`config.mk`:
```
export PLATFORM = sky130hd
export DESIGN_NAME = pulse_scheduler_flat
export DESIGN_NICKNAME = d
export VERILOG_FILES = /design/src/rtl/pulse_scheduler_if.sv /design/src/rtl/pulse_scheduler.sv /design/src/flat_wrapper.sv
export SDC_FILE = /design/constraint.sdc
export NUM_CORES = 1
export LEC_CHECK = 0
export ABC_AREA = 1
export CAP_MARGIN = 5
export CORE_AREA = 2 2 97 71
export DETAILED_ROUTE_END_ITERATION = 10
export DIE_AREA = 0 0 99 73
export PLACE_DENSITY = 0.79
export SYNTH_ARGS = -nofsm -noshare
export SYNTH_HDL_FRONTEND = slang
export SYNTH_SLANG_ARGS = --single-unit
```
`constraint.sdc`:
```
create_clock -name CLOCK -period 2.4 [get_ports CLOCK]
set_input_delay 0.48 -clock CLOCK [delete_from_list [all_inputs] [get_ports CLOCK]]
set_output_delay 0.48 -clock CLOCK [all_outputs]
set_load 0.02 [all_outputs]
```
`src/rtl/pulse_scheduler_if.sv`:
```
// Host configuration port of the pulse scheduler: a valid/ready write
// channel carrying a target channel, a width and a ramp flag.
interface pulse_scheduler_if #(
    parameter int CHAN_BITS = 2
);
    logic                 CFG_VALID;
    logic                 CFG_READY;
    logic [CHAN_BITS-1:0] CFG_CHAN;
    logic [3:0]           CFG_WIDTH;
    logic                 CFG_RAMP;

    modport master (
        output CFG_VALID,
        output CFG_CHAN,
        output CFG_WIDTH,
        output CFG_RAMP,
        input  CFG_READY
    );

    modport slave (
        input  CFG_VALID,
        input  CFG_CHAN,
        input  CFG_WIDTH,
        input  CFG_RAMP,
        output CFG_READY
    );
endinterface

```
`src/rtl/pulse_scheduler.sv`:
```
// Multi-channel pulse scheduler. One divider/phase timebase is shared by all
// channels; each channel sees the phase shifted by its own offset so rising
// edges are spread across the 16-tick frame. Width writes are staged in a
// target register and only take effect at the channel's own frame boundary,
// optionally slewing one step per frame.
module pulse_scheduler #(
    parameter int CLOCK_DIVIDER = 50000,
    parameter int CHANNELS      = 4,
    parameter int CHAN_BITS     = (CHANNELS > 1) ? $clog2(CHANNELS) : 1
) (
    input  logic                CLOCK,
    input  logic                RESET_N,
    pulse_scheduler_if.slave    cfg,
    output logic [CHANNELS-1:0] PULSE,
    output logic                FRAME
);

    localparam int                DIV_W      = $clog2(CLOCK_DIVIDER);
    localparam logic [DIV_W-1:0]  DIV_RELOAD = DIV_W'(CLOCK_DIVIDER - 1);
    localparam int                OFF_STEP   = 16 / CHANNELS;

    logic [DIV_W-1:0]    r_div_cnt;
    logic [3:0]          r_phase;
    logic                r_frame;
    logic                r_ready;
    logic [CHANNELS-1:0] r_pulse;
    logic [3:0]          r_target [CHANNELS];
    logic [3:0]          r_active [CHANNELS];
    logic [CHANNELS-1:0] r_ramp;

    logic                w_tick;
    logic                w_accept;
    logic [3:0]          w_phase_nxt;
    logic [3:0]          w_lp [CHANNELS];
    logic [CHANNELS-1:0] w_bound;
    logic [CHANNELS-1:0] w_wr_hit;
    logic [CHANNELS-1:0] w_pulse_nxt;
    logic [3:0]          w_active_nxt [CHANNELS];

    // One ramp step of the active width toward its target, holding when equal.
    function automatic logic [3:0] step_toward(input logic [3:0] cur, input logic [3:0] tgt);
        logic [3:0] res;
        if (cur < tgt) begin
            res = cur + 4'd1;
        end else if (cur > tgt) begin
            res = cur - 4'd1;
        end else begin
            res = cur;
        end
        return res;
    endfunction

    // Tick, handshake, per-channel local phase, boundary and next-state decode.
    always_comb begin
        w_tick      = (r_div_cnt == '0);
        w_accept    = cfg.CFG_VALID && r_ready;
        w_phase_nxt = r_phase + 4'd1;
        for (int i = 0; i < CHANNELS; i++) begin
            w_lp[i]        = r_phase - 4'(i * OFF_STEP);
            // Local phase about to wrap 15->0 means this tick is the channel's boundary.
            w_bound[i]     = w_tick && (w_lp[i] == 4'd15);
            w_wr_hit[i]    = w_accept && (cfg.CFG_CHAN == CHAN_BITS'(i));
            w_pulse_nxt[i] = (w_lp[i] < r_active[i]);
            if (w_bound[i]) begin
                if (r_ramp[i]) begin
                    w_active_nxt[i] = step_toward(r_active[i], r_target[i]);
                end else begin
                    w_active_nxt[i] = r_target[i];
                end
            end else begin
                w_active_nxt[i] = r_active[i];
            end
        end
    end

    // Clock divider, global phase counter and frame strobe.
    always_ff @(posedge CLOCK) begin
        if (!RESET_N) begin
            r_div_cnt <= DIV_RELOAD;
            r_phase   <= 4'd0;
            r_frame   <= 1'b0;
        end else begin
            if (w_tick) begin
                r_div_cnt <= DIV_RELOAD;
                r_phase   <= w_phase_nxt;
            end else begin
                r_div_cnt <= r_div_cnt - DIV_W'(1);
            end
            r_frame <= w_tick && (r_phase == 4'd15);
        end
    end

    // Ready drops for exactly one cycle after each accepted write.
    always_ff @(posedge CLOCK) begin
        if (!RESET_N) begin
            r_ready <= 1'b0;
        end else begin
            r_ready <= !w_accept;
        end
    end

    // Per-channel staged target/ramp and boundary-applied active width.
    always_ff @(posedge CLOCK) begin
        for (int i = 0; i < CHANNELS; i++) begin
            if (!RESET_N) begin
                r_target[i] <= 4'd0;
                r_active[i] <= 4'd0;
                r_ramp[i]   <= 1'b0;
            end else begin
                // Boundary reads the pre-write target, so a colliding write waits a frame.
                r_active[i] <= w_active_nxt[i];
                if (w_wr_hit[i]) begin
                    r_target[i] <= cfg.CFG_WIDTH;
                    r_ramp[i]   <= cfg.CFG_RAMP;
                end else begin
                    r_target[i] <= r_target[i];
                    r_ramp[i]   <= r_ramp[i];
                end
            end
        end
    end

    // Registered pulse outputs, one cycle behind the phase.
    always_ff @(posedge CLOCK) begin
        if (!RESET_N) begin
            r_pulse <= '0;
        end else begin
            r_pulse <= w_pulse_nxt;
        end
    end

    assign PULSE         = r_pulse;
    assign FRAME         = r_frame;
    assign cfg.CFG_READY = r_ready;

endmodule

```
`src/flat_wrapper.sv`:
```
// flat-port wrapper written by rule: the top's interface ports become plain ports
module pulse_scheduler_flat 
#(
    parameter int CLOCK_DIVIDER = 50000,
    parameter int CHANNELS      = 4,
    parameter int CHAN_BITS     = (CHANNELS > 1) ? $clog2(CHANNELS) : 1
)
  (CLOCK, RESET_N, PULSE, FRAME, cfg_CFG_VALID, cfg_CFG_CHAN, cfg_CFG_WIDTH, cfg_CFG_RAMP, cfg_CFG_READY);
  pulse_scheduler_if #(.CHAN_BITS(CHAN_BITS)) cfg_i ();
  input  logic CLOCK;
  input  logic RESET_N;
  output logic [CHANNELS-1:0] PULSE;
  output logic FRAME;
  input wire logic [$bits(cfg_i.CFG_VALID)-1:0] cfg_CFG_VALID;
  input wire logic [$bits(cfg_i.CFG_CHAN)-1:0] cfg_CFG_CHAN;
  input wire logic [$bits(cfg_i.CFG_WIDTH)-1:0] cfg_CFG_WIDTH;
  input wire logic [$bits(cfg_i.CFG_RAMP)-1:0] cfg_CFG_RAMP;
  output wire logic [$bits(cfg_i.CFG_READY)-1:0] cfg_CFG_READY;
  assign cfg_i.CFG_VALID = cfg_CFG_VALID;
  assign cfg_i.CFG_CHAN = cfg_CFG_CHAN;
  assign cfg_i.CFG_WIDTH = cfg_CFG_WIDTH;
  assign cfg_i.CFG_RAMP = cfg_CFG_RAMP;
  assign cfg_CFG_READY = cfg_i.CFG_READY;
  pulse_scheduler #(.CLOCK_DIVIDER(CLOCK_DIVIDER), .CHANNELS(CHANNELS), .CHAN_BITS(CHAN_BITS)) u_core (.CLOCK(CLOCK), .RESET_N(RESET_N), .cfg(cfg_i), .PULSE(PULSE), .FRAME(FRAME));
endmodule
```
==> key figures <==
Critical path
  • Max stage delay on crit path: 0.46 ns
  • R2R setup slack: 0.18 ns
  • Worst path most repeated cell: nand2_1
  • Crit start category: flop
  • Critical path destination: u_core.r_active[3][3]
  • Crit. End Element: flop
  • Worst EP arrival: 2.50 ns
  • Worst-path cell chain: ha_1, nand2_1, inv_1, nand2_1, nand2_1, ha_4, a21oi_1, nand2_1, nand2_1, nand3_1, nand3_1, nand3_1, a21oi_1
  • Buffers and inverters on the worst path: 1
  • Crit Path Category: flop to flop
  • Reg2Reg Depth: 13
  • Critical path startpoint: u_core.r_active[3][2]
  • CP delay by family, top: simple AND/OR/NAND/NOR gates
  • Worst path required time: 2.68 ns
  • Critical-path top delay cell: dfxtp_1
  • Reg-to-Reg End: u_core.r_active[3][3]
  • Highest net fanout along the worst path: 6
  • RR Startpoint: u_core.r_active[3][2]
  • CP Depth: 13

CTS
  • Root buffer cell: clkbuf_8
  • Clock transition at the registers of the reported paths: ~0.07 ns
  • # H-tree levels: 3
  • CTS sink cnt: 62
  • CTS-repair resized insts: 0
  • # hold bufs at CTS: 0
  • Clock latency on the worst-skew pair: 0.35 ns
  • CTS Buffer Depth: 2
  • Post-CTS setup buffers: 0
  • CTS tree: done
  • CTS Buf Count: 9

Die
  • Starting density of the core: 0.5881
  • Die area: 7227 um2
  • Die X: 99 um
  • IO Pins: 16
  • Row Count: 25
  • Chip height: 73 um
  • Core Area: 6412 um2

Logic synthesis
  • Register area share after synthesis: 0.3716
  • Post-Syn Nets: roughly 540
  • Avg Inst Size Synth: 7.760 um2
  • Library cells used by synthesis: 28
  • Ys Warns: 0
  • Post-Syn Area: 3771 um2
  • Mapped Cells: ~500
  • Flops & latches, synth: 62

STA
  • Tcrit/Tclk final: 0.9266
  • RSZ-0062 raised after global routing: false
  • Final Skew: 0.01158 ns
  • Post-route minimum period: 2.224 ns
  • FMAX: 0.4497 GHz
  • Pins over their slew limit: 0
  • Final setup viols: 0
  • Final hold viol count: 0
  • Measured slew at the worst slew-check pin: 0.3340 ns
  • Fin Setup TNS: 0 ns
  • PnR worst setup slack: 0.1762 ns
  • Slew headroom: 0.7771

Place
  • Detailed Place HPWL: 6058 um
  • IO Port Bufs: 15
  • Final Wtd Congestion: 0.8753
  • Pre-CTS WS: 0.1740 ns
  • Placed cell count: 585

Pwr
  • Combinational power share: 0.065
  • Switching pwr: approximately 550 uW
  • Flop pwr share: 0.493
  • P_int: approximately 1700 uW
  • P_leak: 0.001923 uW
  • Switching part of the total: 0.2437
  • Pwr/cell area: 518.9 nW/um2
  • Peak VDD IR: 0.3866 mV
  • Clock share of power: 0.442

Layout
  • Nets: approximately 570
  • Ant. Diodes: 0
  • Layout cells sized above 1: 0.09038
  • Layout fillers: 537
  • Non-filler instance count after layout: 601
  • Final Util: 0.6728
  • Layout area overhead: 14.40%

Routing
  • Routed vias/inst: 5.308
  • Routed Antenna Nets: 0
  • Final wirelength: 7990 um
  • Iter 0 DRT Violations: approximately 180
  • Via count: around 3200
  • DRT Pass-1 Iters: 4
  • DRC errors left: 0
  • Routed WL per cell: 13.29 um

Global route
  • Overflow after GRT: 0
  • Initial antenna violation count: 0
  • GRT Total Usage: 0.2416
  • Largest net degree at the start of global routing: 25
  • Number of global-route vias before repair: 3081
  • First-pass GRT wire length: 13790 um

Run
  • Max_cap viols: 0

Hold path
  • Worst min path class: flop to flop
  • Hold Crit Depth: 1

Outcome
  • Status: finished, final reports clean
[cell usage in the layout (no fill, tap or decap), types with 2 or more instances in the layout]
cell,count
a21oi_1,40
edfxtp_1,16
nor3_1,6
dfxtp_2,2
nor2_1,48
nor2_2,5
fa_1,4
xnor2_1,3
nand2_1,96
ha_4,3
o211ai_1,6
clkdlybuf4s50_1,15
o21ai_1,14
nand3_4,2
nand2_2,3
o21ai_0,13
nor2_4,7
inv_1,75
a21boi_0,4
nand4_1,3
dfxtp_1,44
buf_4,6
ha_1,39
clkbuf_8,9
nand3_1,38
xor2_1,6
[worst min path at each step]
stage,startpoint,to,slack [ns]
6_report,u_core.r_div_cnt[0],u_core.r_div_cnt[0],0.39
5_1_grt,u_core.r_div_cnt[0],u_core.r_div_cnt[0],0.42
4_1_cts,u_core.r_div_cnt[0],u_core.r_div_cnt[0],0.39
3_5_place_dp,u_core.r_div_cnt[0],u_core.r_div_cnt[0],0.38
3_3_place_gp,u_core.r_div_cnt[0],u_core.r_div_cnt[0],0.38
2_1_floorplan,u_core.r_div_cnt[0],u_core.r_div_cnt[0],0.37
[registers in the layout, summed over array words and instances, names as in the netlist]
name                  cells
u_core.FRAME              1
u_core.PULSE              4
u_core.r_phase            4
u_core.r_div_cnt         16
u_core.cfg.CFG_READY      1
u_core.r_target          16
u_core.r_active          16
u_core.r_ramp             4
[logic make-up after synthesis]
family                     count (synthesis)  share of synthesized area
AOI/OAI and AO/OA                         77                     0.1088
buffers and inverters                     79                    0.07863
DFF                                       62                     0.3716
adders and majority gates                 46                     0.1606
and+or+nand+nor                          213                     0.2595
xor gates and xnor gates                   9                    0.02090
[cells in the mapped netlist]
| library cell | instances | area, um2 |
|---|---|---|
| nand3_2 | 1 | 10.01 |
| nand2_2 | 2 | 12.51 |
| fa_1 | 4 | 80.08 |
| edfxtp_1 | 16 | 480.5 |
| and3_1 | 1 | 6.260 |
| or2_2 | 1 | 6.260 |
| o211ai_1 | 6 | 45.04 |
| inv_2 | 1 | 3.750 |
| o21ai_1 | 14 | 70.07 |
| xnor2_1 | 3 | 26.28 |
| o21ai_0 | 13 | 65.06 |
| inv_1 | 75 | 281.5 |
| nor2_2 | 5 | 31.28 |
| nor3_1 | 6 | 30.03 |
| nand3_4 | 2 | 35.03 |
| a21boi_0 | 4 | 30.03 |
| dfxtp_1 | 46 | 920.9 |
| nor3b_1 | 1 | 7.510 |
| nor2_1 | 48 | 180.2 |
| nor2_4 | 7 | 78.83 |
| nand2_1 | 97 | 364.1 |
| nand4_1 | 3 | 18.77 |
| a21oi_1 | 40 | 200.2 |
| nand3b_1 | 1 | 7.510 |
| ha_1 | 42 | 525.5 |
| xor2_1 | 6 | 52.55 |
| clkbuf_1 | 3 | 11.26 |
| nand3_1 | 38 | 190.2 |
[stage by stage]
step	hold slack [ns]	power, uW	cell area (um2)
floorplan	0.3658	1216	3771
global placement	0.3755	1262	4056
detailed placement	0.3769	1268	4056
CTS	0.3944	2243	4272
global route	0.4235	2319	4314
finish	0.3944	2238	4314
[per-layer routing]
metal | share of wire | wire [um] | track usage
met5 | 0 | 0 | 0
met4 | 0.0065 | 52 | 0.06545
met3 | 0.063 | 501 | 0.07184
met2 | 0.46 | 3710 | 0.3904
met1 | 0.47 | 3725 | 0.3195
[cell type report]
type	count	area, um2	area share
Clock inverter	6	66.31	0.01537
Multi-Input combinational cell	345	2113	0.4898
Tap cell	81	101.3	0.02349
Sequential cell	62	1404	0.3254
Clock buffer	10	148.9	0.03451
Timing Repair Buffer	21	195.2	0.04524
Inverter	76	285.3	0.06613
[power groups by stage]
stage                     registers, uW  clock network (uW)  logic (uW)
final                              1100                 989         146
after global routing               1100                1050         167
after CTS                          1100                 998         142
after detailed placement           1130                   0         141
after global placement             1130                   0         137
after floorplan                    1120                   0        91.6
Note: power is estimated with default switching activity, not from simulation.
